### src/rtl/axi_arb_pkg.sv
// Shared types, constants and helpers for the AXI AW round-robin arbiter.
package axi_arb_pkg;

  typedef enum logic {
    IDLE = 1'b0,
    HOLD = 1'b1
  } arb_state_e;

  localparam int STAT_W = 32;

  function automatic int idx_w(input int n);
    return $clog2(n);
  endfunction

endpackage

### src/rtl/axi_arb_route_fifo.sv
// In-order route FIFO recording which requester owns the next W burst.
// Pointers carry one extra wrap bit so full/empty/count fall out of plain subtraction.
module axi_arb_route_fifo #(
  parameter int DEPTH = 4,
  parameter int WIDTH = 1
) (
  input  logic                   clk,
  input  logic                   rst_n,
  input  logic                   push_i,
  input  logic [WIDTH-1:0]       din_i,
  input  logic                   pop_i,
  output logic [WIDTH-1:0]       dout_o,
  output logic                   full_o,
  output logic                   empty_o,
  output logic [$clog2(DEPTH):0] count_o
);

  localparam int AW = $clog2(DEPTH);

  logic [AW:0]      r_wr_ptr;
  logic [AW:0]      r_rd_ptr;
  logic [WIDTH-1:0] r_mem [DEPTH];
  logic             w_push;
  logic             w_pop;

  assign count_o = r_wr_ptr - r_rd_ptr;
  assign full_o  = (count_o == (AW+1)'(DEPTH));
  assign empty_o = (r_wr_ptr == r_rd_ptr);
  assign w_push  = push_i && !full_o;
  assign w_pop   = pop_i && !empty_o;
  assign dout_o  = empty_o ? '0 : r_mem[r_rd_ptr[AW-1:0]];

  // NOTE: state uses non-blocking (<=) so every flop samples pre-edge values regardless of block order.
  always_ff @(posedge clk or negedge rst_n) begin
    if (!rst_n) begin
      r_wr_ptr <= '0;
      r_rd_ptr <= '0;
    end else begin
      if (w_push) r_wr_ptr <= r_wr_ptr + (AW+1)'(1);
      if (w_pop)  r_rd_ptr <= r_rd_ptr + (AW+1)'(1);
    end
  end

  // NOTE: storage is not reset; empty_o masks stale entries, and a reset-free array maps onto plain RAM/regs.
  always_ff @(posedge clk) begin
    if (w_push) r_mem[r_wr_ptr[AW-1:0]] <= din_i;
  end

`ifndef SYNTHESIS
  always_ff @(posedge clk) begin
    if (rst_n) begin
      a_pop_on_empty: assert (!(pop_i && empty_o));
    end
  end
`endif

endmodule

### src/rtl/axi_aw_rr_arbiter.sv
// Round-robin AW arbiter for one crossbar master port; registers the winner and logs W routing order.
// Optional per-requester grant counters: define AXI_ARB_STATS_EN.
module axi_aw_rr_arbiter
  import axi_arb_pkg::*;
#(
  parameter int NB_REQ         = 2,
  parameter int AXI_ADDR_WIDTH = 64,
  parameter int AXI_ID_WIDTH   = 4,
  parameter int AW_PL_WIDTH    = AXI_ADDR_WIDTH + 29,
  parameter int ROUTE_DEPTH    = 4
) (
  input  logic                                      clk,
  input  logic                                      rst_n,
  input  logic [NB_REQ-1:0]                         req_valid_i,
  output logic [NB_REQ-1:0]                         req_ready_o,
  input  logic [NB_REQ-1:0][AXI_ID_WIDTH-1:0]       req_id_i,
  input  logic [NB_REQ-1:0][AW_PL_WIDTH-1:0]        req_pl_i,
  output logic                                      out_valid_o,
  input  logic                                      out_ready_i,
  output logic [AXI_ID_WIDTH+idx_w(NB_REQ)-1:0]     out_id_o,
  output logic [AW_PL_WIDTH-1:0]                    out_pl_o,
  output logic                                      wsel_valid_o,
  output logic [idx_w(NB_REQ)-1:0]                  wsel_o,
  input  logic                                      wsel_pop_i
`ifdef AXI_ARB_STATS_EN
  ,
  output logic [NB_REQ-1:0][STAT_W-1:0]             grant_cnt_o
`endif
);

  localparam int                IDX_W    = idx_w(NB_REQ);
  localparam int                OUT_ID_W = AXI_ID_WIDTH + IDX_W;
  localparam int                CNT_W    = $clog2(ROUTE_DEPTH) + 1;
  localparam logic [IDX_W-1:0]  LAST_IDX = IDX_W'(NB_REQ - 1);

  arb_state_e             r_state;
  arb_state_e             w_state_nxt;
  logic [IDX_W-1:0]       r_ptr;
  logic [IDX_W-1:0]       w_win;
  logic                   w_grant;
  logic [OUT_ID_W-1:0]    r_id;
  logic [AW_PL_WIDTH-1:0] r_pl;
  logic                   w_fifo_full;
  logic                   w_fifo_empty;
  logic [CNT_W-1:0]       w_fifo_count;
  logic [IDX_W-1:0]       w_fifo_head;

  // First valid requester at or after ptr, wrapping; scanning downward leaves the lowest match.
  function automatic logic [IDX_W-1:0] rr_pick(input logic [NB_REQ-1:0] valid,
                                               input logic [IDX_W-1:0]  ptr);
    logic [IDX_W-1:0] hi_pick;
    logic [IDX_W-1:0] any_pick;
    logic             hi_found;
    hi_pick  = '0;
    any_pick = '0;
    hi_found = 1'b0;
    for (int i = NB_REQ - 1; i >= 0; i--) begin
      if (valid[i]) begin
        any_pick = IDX_W'(i);
        if (IDX_W'(i) >= ptr) begin
          hi_pick  = IDX_W'(i);
          hi_found = 1'b1;
        end
      end
    end
    return hi_found ? hi_pick : any_pick;
  endfunction

  assign w_win = rr_pick(req_valid_i, r_ptr);

  always_ff @(posedge clk or negedge rst_n) begin
    if (!rst_n) r_state <= IDLE;
    else        r_state <= w_state_nxt;
  end

  // Full check looks at the count before any same-cycle pop, trading one cycle for a shorter path.
  always_comb begin
    // NOTE: defaults first so every path assigns every output and no latch is inferred.
    w_state_nxt = r_state;
    w_grant     = 1'b0;
    case (r_state)
      IDLE: begin
        if (rst_n && (|req_valid_i) && !w_fifo_full) begin
          w_grant     = 1'b1;
          w_state_nxt = HOLD;
        end
      end
      HOLD: begin
        if (out_ready_i) w_state_nxt = IDLE;
      end
      default: w_state_nxt = IDLE;
    endcase
  end

  always_ff @(posedge clk or negedge rst_n) begin
    if (!rst_n) begin
      r_ptr <= '0;
      r_id  <= '0;
      r_pl  <= '0;
    end else if (w_grant) begin
      r_ptr <= (w_win == LAST_IDX) ? '0 : w_win + IDX_W'(1);
      r_id  <= {w_win, req_id_i[w_win]};
      r_pl  <= req_pl_i[w_win];
    end
  end

  assign req_ready_o  = w_grant ? ({{(NB_REQ-1){1'b0}}, 1'b1} << w_win) : '0;
  assign out_valid_o  = (r_state == HOLD);
  assign out_id_o     = r_id;
  assign out_pl_o     = r_pl;
  assign wsel_valid_o = !w_fifo_empty;
  assign wsel_o       = w_fifo_head;

  // Pushed at grant rather than at the master handshake so early W beats can already be routed.
  axi_arb_route_fifo #(
    .DEPTH (ROUTE_DEPTH),
    .WIDTH (IDX_W)
  ) u_route_fifo (
    .clk     (clk),
    .rst_n   (rst_n),
    .push_i  (w_grant),
    .din_i   (w_win),
    .pop_i   (wsel_pop_i),
    .dout_o  (w_fifo_head),
    .full_o  (w_fifo_full),
    .empty_o (w_fifo_empty),
    .count_o (w_fifo_count)
  );

`ifdef AXI_ARB_STATS_EN
  logic [NB_REQ-1:0][STAT_W-1:0] r_grant_cnt;

  always_ff @(posedge clk or negedge rst_n) begin
    if (!rst_n) begin
      r_grant_cnt <= '0;
    end else begin
      for (int i = 0; i < NB_REQ; i++) begin
        if (w_grant && (w_win == IDX_W'(i)) && (r_grant_cnt[i] != '1)) begin
          r_grant_cnt[i] <= r_grant_cnt[i] + STAT_W'(1);
        end
      end
    end
  end

  assign grant_cnt_o = r_grant_cnt;
`endif

`ifndef SYNTHESIS
  logic [NB_REQ-1:0]      r_chk_pend;
  logic                   r_chk_hold;
  logic [OUT_ID_W-1:0]    r_chk_id;
  logic [AW_PL_WIDTH-1:0] r_chk_pl;

  always_ff @(posedge clk or negedge rst_n) begin
    if (!rst_n) begin
      r_chk_pend <= '0;
      r_chk_hold <= 1'b0;
      r_chk_id   <= '0;
      r_chk_pl   <= '0;
    end else begin
      a_req_valid_stable: assert ((r_chk_pend & ~req_valid_i) == '0);
      a_out_stable:       assert (!r_chk_hold || ((out_id_o == r_chk_id) && (out_pl_o == r_chk_pl)));
      a_count_range:      assert (w_fifo_count <= CNT_W'(ROUTE_DEPTH));
      r_chk_pend <= req_valid_i & ~req_ready_o;
      r_chk_hold <= out_valid_o & ~out_ready_i;
      r_chk_id   <= out_id_o;
      r_chk_pl   <= out_pl_o;
    end
  end
`endif

endmodule

### config.mk
export PLATFORM = sky130hd
export DESIGN_NAME = axi_aw_rr_arbiter
export DESIGN_NICKNAME = d
export VERILOG_FILES = /design/src/rtl/axi_arb_pkg.sv /design/src/rtl/axi_arb_route_fifo.sv /design/src/rtl/axi_aw_rr_arbiter.sv
export SDC_FILE = /design/constraint.sdc
export NUM_CORES = 1
export LEC_CHECK = 0
export ABC_AREA = 1
export BUFFER_PORTS_ARGS = -buffer_cell sky130_fd_sc_hd__buf_2
export CAP_MARGIN = 20
export CORE_MARGIN = 10
export CORE_UTILIZATION = 46
export DETAILED_ROUTE_END_ITERATION = 8
export GPL_ROUTABILITY_DRIVEN = 0
export PLACE_DENSITY = 0.81
export SETUP_SLACK_MARGIN = 0.2
export SKIP_LAST_GASP = 1
export SLEW_MARGIN = 20
export SYNTH_ARGS = -nofsm -noshare
export SYNTH_HDL_FRONTEND = slang
export SYNTH_SLANG_ARGS = --single-unit
### constraint.sdc
create_clock -name clk -period 2.1 [get_ports clk]
set_clock_uncertainty 0.15 [all_clocks]
set_input_delay 0.315 -clock clk [delete_from_list [all_inputs] [get_ports clk]]
set_output_delay 0.315 -clock clk [all_outputs]
set_load 0.1 [all_outputs]
## Yosys cells after proc, flatten, opt, wreduce, memory -nomap -nowiden

Memory sizes are Yosys's and may differ from the RTL's.
Cells that the tools add are included.

| storage, ports and cells | value |
|---|---|
| flip-flop bits (word level) | 106 |
| bits in latches | 0 |
| bits in writable memories | 4 |
| memory bits (read-only) | 0 |
| logic and storage cells | 47 |
| memories kept | 1 |

| operators by class | value |
|---|---|
| $add $sub $neg | 4 |
| multiply operators | 0 |
| divide/modulo/power cells | 0 |
| $lt $le $gt $ge | 3 |
| equal/unequal tests | 2 |
| shift-type cells | 1 |
| muxes and demuxes | 22 |
| bitwise gates (word level) | 1 |
| reductions and logical operators | 7 |

Memories:

| name | words | width | rd ports | clocked after memory_dff | write ports | RTL line | text |
|---|---|---|---|---|---|---|---|
| u_route_fifo.r_mem | 4 | 1 | 1 | 0 | 1 | axi_arb_route_fifo.sv:22 | `logic [WIDTH-1:0] r_mem [DEPTH];` |

Operator list:

| kind | number |
|---|---|
| 93-bit 2-to-1 mux | 2 |
| 1-bit 2-to-1 mux | 16 |
| 4-bit 2-to-1 mux | 2 |
| 3-bit by 1-bit adder with 3-bit output (second input constant) | 2 |
| 1-bit logical AND | 4 |
| 3-bit equality test | 1 |
| 3-bit equality test (second input constant) | 1 |
| 3-bit subtractor | 1 |
| 1-bit >= comparator (first input constant) | 2 |
| 1-bit zero test | 2 |
| 1-bit by 2-bit < comparator with 1-bit output (second input constant) | 1 |
| 2-bit 2-to-1 mux | 1 |
| 1-bit case mux with 2 select lines | 1 |
| 2-bit OR reduction | 1 |
| 1-bit by 1-bit << shifter with 2-bit output (first input constant) | 1 |
| 1-bit adder (second input constant) | 1 |
| 1-bit inverter | 1 |

## Depth between registers and ports, before layout

| depth | value |
|---|---|
| depth in word-level cells | 9 |
| depth in mapped cells | 12 |

## By module

Synthesis repeated with hierarchy kept, for this count alone.

| unflattened totals | value |
|---|---|
| cell total of the unflattened synthesis | 830 |
| area total of the unflattened synthesis | 5,813.1 µm² |

Modules (own cells, without submodules):

| module | times used | cells an instance | area each (µm²) |
|---|---|---|---|
| axi_aw_rr_arbiter | 1 | 753 | 5,151.2 |
| axi_arb_route_fifo | 1 | 77 | 661.9 |

## Worst setup path before layout

Ideal clock, no wire load.

| timing | value |
|---|---|
| kind | reg-to-output |
| start | register u_route_fifo.r_wr_ptr[0] |
| end | output wsel_o |
| arrival time | 2,332 ps |
| data required time | 1,635 ps |
| setup slack | -697 ps |
| cell stages (with the launch flop) | 6 |
| buffers on the path | 0 |
| cells stage by stage | dfrtp_1 inv_1 ha_1 nand2_1 nor2_1 a21oi_1 |

| on the way | value |
|---|---|
| longest elaborated chain between the ends | 2 |

Ends and longest elaborated chain:

| element | RTL line | text |
|---|---|---|
| start: declaration | axi_arb_route_fifo.sv:20 | `logic [AW:0] r_wr_ptr;` |
| start signal: assignment | axi_arb_route_fifo.sv:39 | `if (w_push) r_wr_ptr <= r_wr_ptr + (AW+1)'(1);` |
| 3-bit equality test | axi_arb_route_fifo.sv:28 | `assign empty_o = (r_wr_ptr == r_rd_ptr);` |
| 1-bit 2-to-1 mux | axi_arb_route_fifo.sv:31 | `assign dout_o = empty_o ? '0 : r_mem[r_rd_ptr[AW-1:0]];` |
| end: declaration | axi_aw_rr_arbiter.sv:23 | `output logic [idx_w(NB_REQ)-1:0] wsel_o,` |

No other way between the ends.

## Worst setup path in the final report

| timing | value |
|---|---|
| start | register u_route_fifo.r_rd_ptr[1] |
| end | output req_ready_o[0] |

| on the way | value |
|---|---|
| longest elaborated chain between the ends | 7 |

Ends and longest elaborated chain:

| element | RTL line | text |
|---|---|---|
| start: declaration | axi_arb_route_fifo.sv:21 | `logic [AW:0] r_rd_ptr;` |
| start signal: assignment | axi_arb_route_fifo.sv:40 | `if (w_pop) r_rd_ptr <= r_rd_ptr + (AW+1)'(1);` |
| 3-bit subtractor | axi_arb_route_fifo.sv:26 | `assign count_o = r_wr_ptr - r_rd_ptr;` |
| 3-bit equality test | axi_arb_route_fifo.sv:27 | `assign full_o = (count_o == (AW+1)'(DEPTH));` |
| 1-bit zero test | axi_aw_rr_arbiter.sv:83 | `if (rst_n && (\|req_valid_i) && !w_fifo_full) begin` |
| 1-bit logical AND | axi_aw_rr_arbiter.sv:83 |  |
| 1-bit 2-to-1 mux | axi_aw_rr_arbiter.sv:83 |  |
| 1-bit 2-to-1 mux | axi_aw_rr_arbiter.sv:81 | `case (r_state)` |
| 2-bit 2-to-1 mux | axi_aw_rr_arbiter.sv:107 | `assign req_ready_o = w_grant ? ({{(NB_REQ-1){1'b0}}, 1'b1} << w_win) : '0;` |
| end: declaration | axi_aw_rr_arbiter.sv:15 | `output logic [NB_REQ-1:0] req_ready_o,` |

No other way between the ends.

==> out/results.env <==
INITIAL_CORE_UTIL_PCT=47.5
WORST-PATH-MAX-FANOUT=5
AVGROUTEDWIREPERCELL_UM=15.7
WORST-ENDPOINT-REQUIRED_NS=1.63
IOS=303
CP-END-KIND='output port'
PLACEMENTROWS=40
CHIP_HEIGHT_UM=132
MAPPEDNETLISTNETS=1034
TOTAL_GLOBAL_ROUTING_OVERFLOW=0
PLACEABLECOREAREA_UM2=12200
SLEW_HEADROOM_PCT=62.9
POSTSYNTHREGISTERBITS=110
MAX_FREQ_GHz=0.451
CLOCK_TREE_FROM_TRITONCTS='yes'
SYN_AVG_CELL_AREA_UM2=6.99
GROUTE.USAGE.OVERALL_PCT=20.5
CRITICAL_PATH_SLOWEST_STAGE_CELL='sky130_fd_sc_hd__dfrtp_1'
FINALNETCOUNT=1338
CELLS_TRAVERSED_ALONG_THE_WORST_TIMING_PATH='inv_2 -> ha_4 -> a21oi_4 -> nand2_2 -> nand3_4 -> nand3_4 -> clkinvlp_4 -> buf_12'
CLKTRANSATPATHREGS_NS=0.07
SETUP_SLACK_REG_TO_REG_NS=-0.06
CLOCK_PATH_BUFFERS=2
DETAIL_ROUTE.FIRST_PASS.ITERATIONS=5
CTS_BUFFERS=9
SYNTH-SEQ-AREA-SHARE_PCT=48.0
MAXSLEWVIOLCOUNT=0
WORST_R2R_ENDPOINT='u_route_fifo.r_wr_ptr[0]$_DFFE_PN0P_'
NUMBER_OF_CELL_INSTANCES_ON_THE_WORST_REGISTER_TO_REGISTER_PATH=13
DELAY_OF_THE_SLOWEST_CELL_ON_THE_WORST_PATH_NS=0.40
HOLD-PATH-ENDPOINT='out_pl_o[5]$_DFFE_PN0P_'
TOTAL_NEGATIVE_SLACK_NS=-1.30
MIN_PERIOD_NS=2.22
CLOCK_SINKS=110
CLOCK-ROOT-BUFFER='sky130_fd_sc_hd__clkbuf_16'
WORSTHOLDSTART='req_pl_i[98]'
YS_TYPES=19
DIE_W_UM=132
POST-ROUTE-WORST-SETUP-SLACK_NS=-0.119
YOSYS_WARNINGS=0
RR_STARTPOINT='u_route_fifo.r_rd_ptr[1]$_DFFE_PN0P_'
FINAL_PERIOD_UTIL_PCT=106
CLOCK_TREE.HTREE_LEVEL_COUNT=3
POST_DETAILED_PLACEMENT_HALF_PERIMETER_WIRELENGTH_MM=13.9
SYN-CELL-AREA_UM2=5780
AVGVIACOUNTPERCELL=4.87
WORST_SLEW_PIN_SLEW_NS=0.557
WORSTHOLDPATHCELLS=5
LAYOUT-DRIVE-GT1-SHARE_PCT=34.2
GRT_ANTENNA_BEFORE_REPAIR=2
DRC_ERRORS=0
GRT_MAX_DEGREE=107
CP_COMMON_CELL='sky130_fd_sc_hd__nand3_4'
FINAL-SETUP-VIOL-COUNT=49
FINAL_CORE_UTILIZATION_PCT=69.0
SYN-INSTANCE-COUNT=827
CRITICAL_PATH.STARTPOINT_TYPE='flop'
DR.FIRST_ITER.DRC_COUNT=471
FIRST_GLOBAL_VIAS=6131
VIOLATIONS_IN_THE_FINAL_REPORTS='negative setup slack'
CRIT_TYPE='flop to output port'
FIRST_PASS_GRT_WIRE_LENGTH_MM=30.1
ROUTED_WIRELENGTH_MM=20.5
DIE_AREA_UM2=17400
IO_BUFFERS=302
WORST-ENDPOINT-ARRIVAL_NS=1.75
HP-CLASS='primary input to flop'
HOLD_VIOL_FINAL=0
STATUS='complete, but fails checks'
CRITICAL_PATH.N_BUFFERS_INVERTERS=3
VIAS=6358
AREA_GROWTH_PCT=45.2
CAP_VIOL_MAX_COUNT=0
ANT_NETS=0
CRITICAL-PATH-TOP-DELAY-FAMILY='flip-flops'
WORSTSKEWPAIRLATENCY_NS=0.33
SETUP_REPAIR_AFTER_GLOBAL_ROUTING_MISSED_ITS_MARGIN='yes'
[cell usage after synthesis (all sizes together)]
master,count,share of area (%)
a21oi,2,0.17
buf,41,4.2
clkbuf,13,0.84
dfrtp,106,46
edfxtp,4,2.1
ha,7,1.5
inv,20,1.3
nand2,513,33
nand3,105,9.2
nor2,9,0.58
o211a,1,0.17
o21ai,4,0.35
xor2,2,0.30
[worst max-delay path by stage]
stage,start,depth (start not counted),slack (ns),to
after global placement,u_route_fifo.r_rd_ptr[1]$_DFFE_PN0P_,8,0.09,u_route_fifo.r_mem[3]$_DFFE_PP_
after CTS,u_route_fifo.r_rd_ptr[1]$_DFFE_PN0P_,9,-0.12,req_ready_o[1]
after detailed placement,u_route_fifo.r_rd_ptr[1]$_DFFE_PN0P_,8,0.06,u_route_fifo.r_mem[3]$_DFFE_PP_
after global routing,u_route_fifo.r_rd_ptr[1]$_DFFE_PN0P_,8,-0.20,req_ready_o[0]
final,u_route_fifo.r_rd_ptr[1]$_DFFE_PN0P_,8,-0.12,req_ready_o[0]
after floorplan,u_route_fifo.r_wr_ptr[1]$_DFFE_PN0P_,8,0.03,req_ready_o[0]
[sequential cells by signal (all words and copies together), names as in the netlist]
name	cells
out_pl_o	93
out_id_o	5
u_route_fifo.r_mem	4
u_route_fifo.r_rd_ptr	3
u_route_fifo.r_wr_ptr	3
out_valid_o	1
r_ptr	1
[through the flow]
stage	cells	hold slack (ns)	setup slack [ns]	cell area, um2
floorplan	827	-0.131	0.0300	5840
global placement	1259	0.298	0.0921	7560
detailed placement	1259	0.303	0.0551	7560
CTS	1283	0.138	-0.119	7970
global route	1306	0.150	-0.201	8390
finish	1306	0.144	-0.119	8390
[cell type report]
cell class                 count  area (um2)
multi-input combinational    643        2760
clock inverter                 6        68.8
clock buffer                  10         229
sequential                   110        2780
tap                          168         210
fill                        1073        3770
inverter                      20        83.8
timing repair buffer         347        2260
antenna                        2        5.00
[timing repair]
item                                    in CTS  in global routing
endpoints found under the setup margin     108                103
hold endpoints to repair                   107                  0
pin swaps                                    5                  3
gates cloned                                 1                 12
hold buffers                                 2                  0
gates resized for setup                      7                 19
setup buffers                                5                  9
[layout by cell type, fill, tap and decap left out, types with 5 or more instances in the layout]
| cell type | instances |
|---|---|
| sky130_fd_sc_hd__ha_1 | 6 |
| sky130_fd_sc_hd__nand3_1 | 99 |
| sky130_fd_sc_hd__inv_1 | 12 |
| sky130_fd_sc_hd__dfrtp_1 | 105 |
| sky130_fd_sc_hd__nor2_1 | 6 |
| sky130_fd_sc_hd__inv_2 | 5 |
| sky130_fd_sc_hd__nand2_1 | 506 |
| sky130_fd_sc_hd__buf_12 | 15 |
| sky130_fd_sc_hd__clkbuf_16 | 17 |
| sky130_fd_sc_hd__nand2_2 | 5 |
| sky130_fd_sc_hd__buf_2 | 297 |
| sky130_fd_sc_hd__buf_4 | 18 |
[tightest hold or removal path, cell delays in order]
cell and delay [ns]:
sky130_fd_sc_hd__buf_2 0.07, sky130_fd_sc_hd__nand2_1 0.04, sky130_fd_sc_hd__nand2_1 0.05, sky130_fd_sc_hd__nand3_1 0.06, sky130_fd_sc_hd__nand2_1 0.06
[metal layers]
metal  GRT usage, %  routed length (um)  vias to the layer above
met5              0                   0                        -
met4           5.75                 278                        0
met3           6.36                1760                       21
met2           35.8               10200                      253
met1           23.5                8290                     2921
li1               -                   -                     3163
[kinds of logic (layout without fill, tap and decap cells)]
group | count (synthesis) | after routing | share of synthesized area, %
fa+ha+maj | 7 | 7 | 1.52
simple gates | 627 | 627 | 43.2
other cells | 0 | 2 | 0
flops | 110 | 110 | 48.0
buf+inv | 74 | 383 | 6.32
xor+xnor | 2 | 2 | 0.303
compound gates | 7 | 7 | 0.693
Power is left out: the tool's default activity adds up to more than one toggle a clock period on the data nets, which glitch-free logic cannot reach.
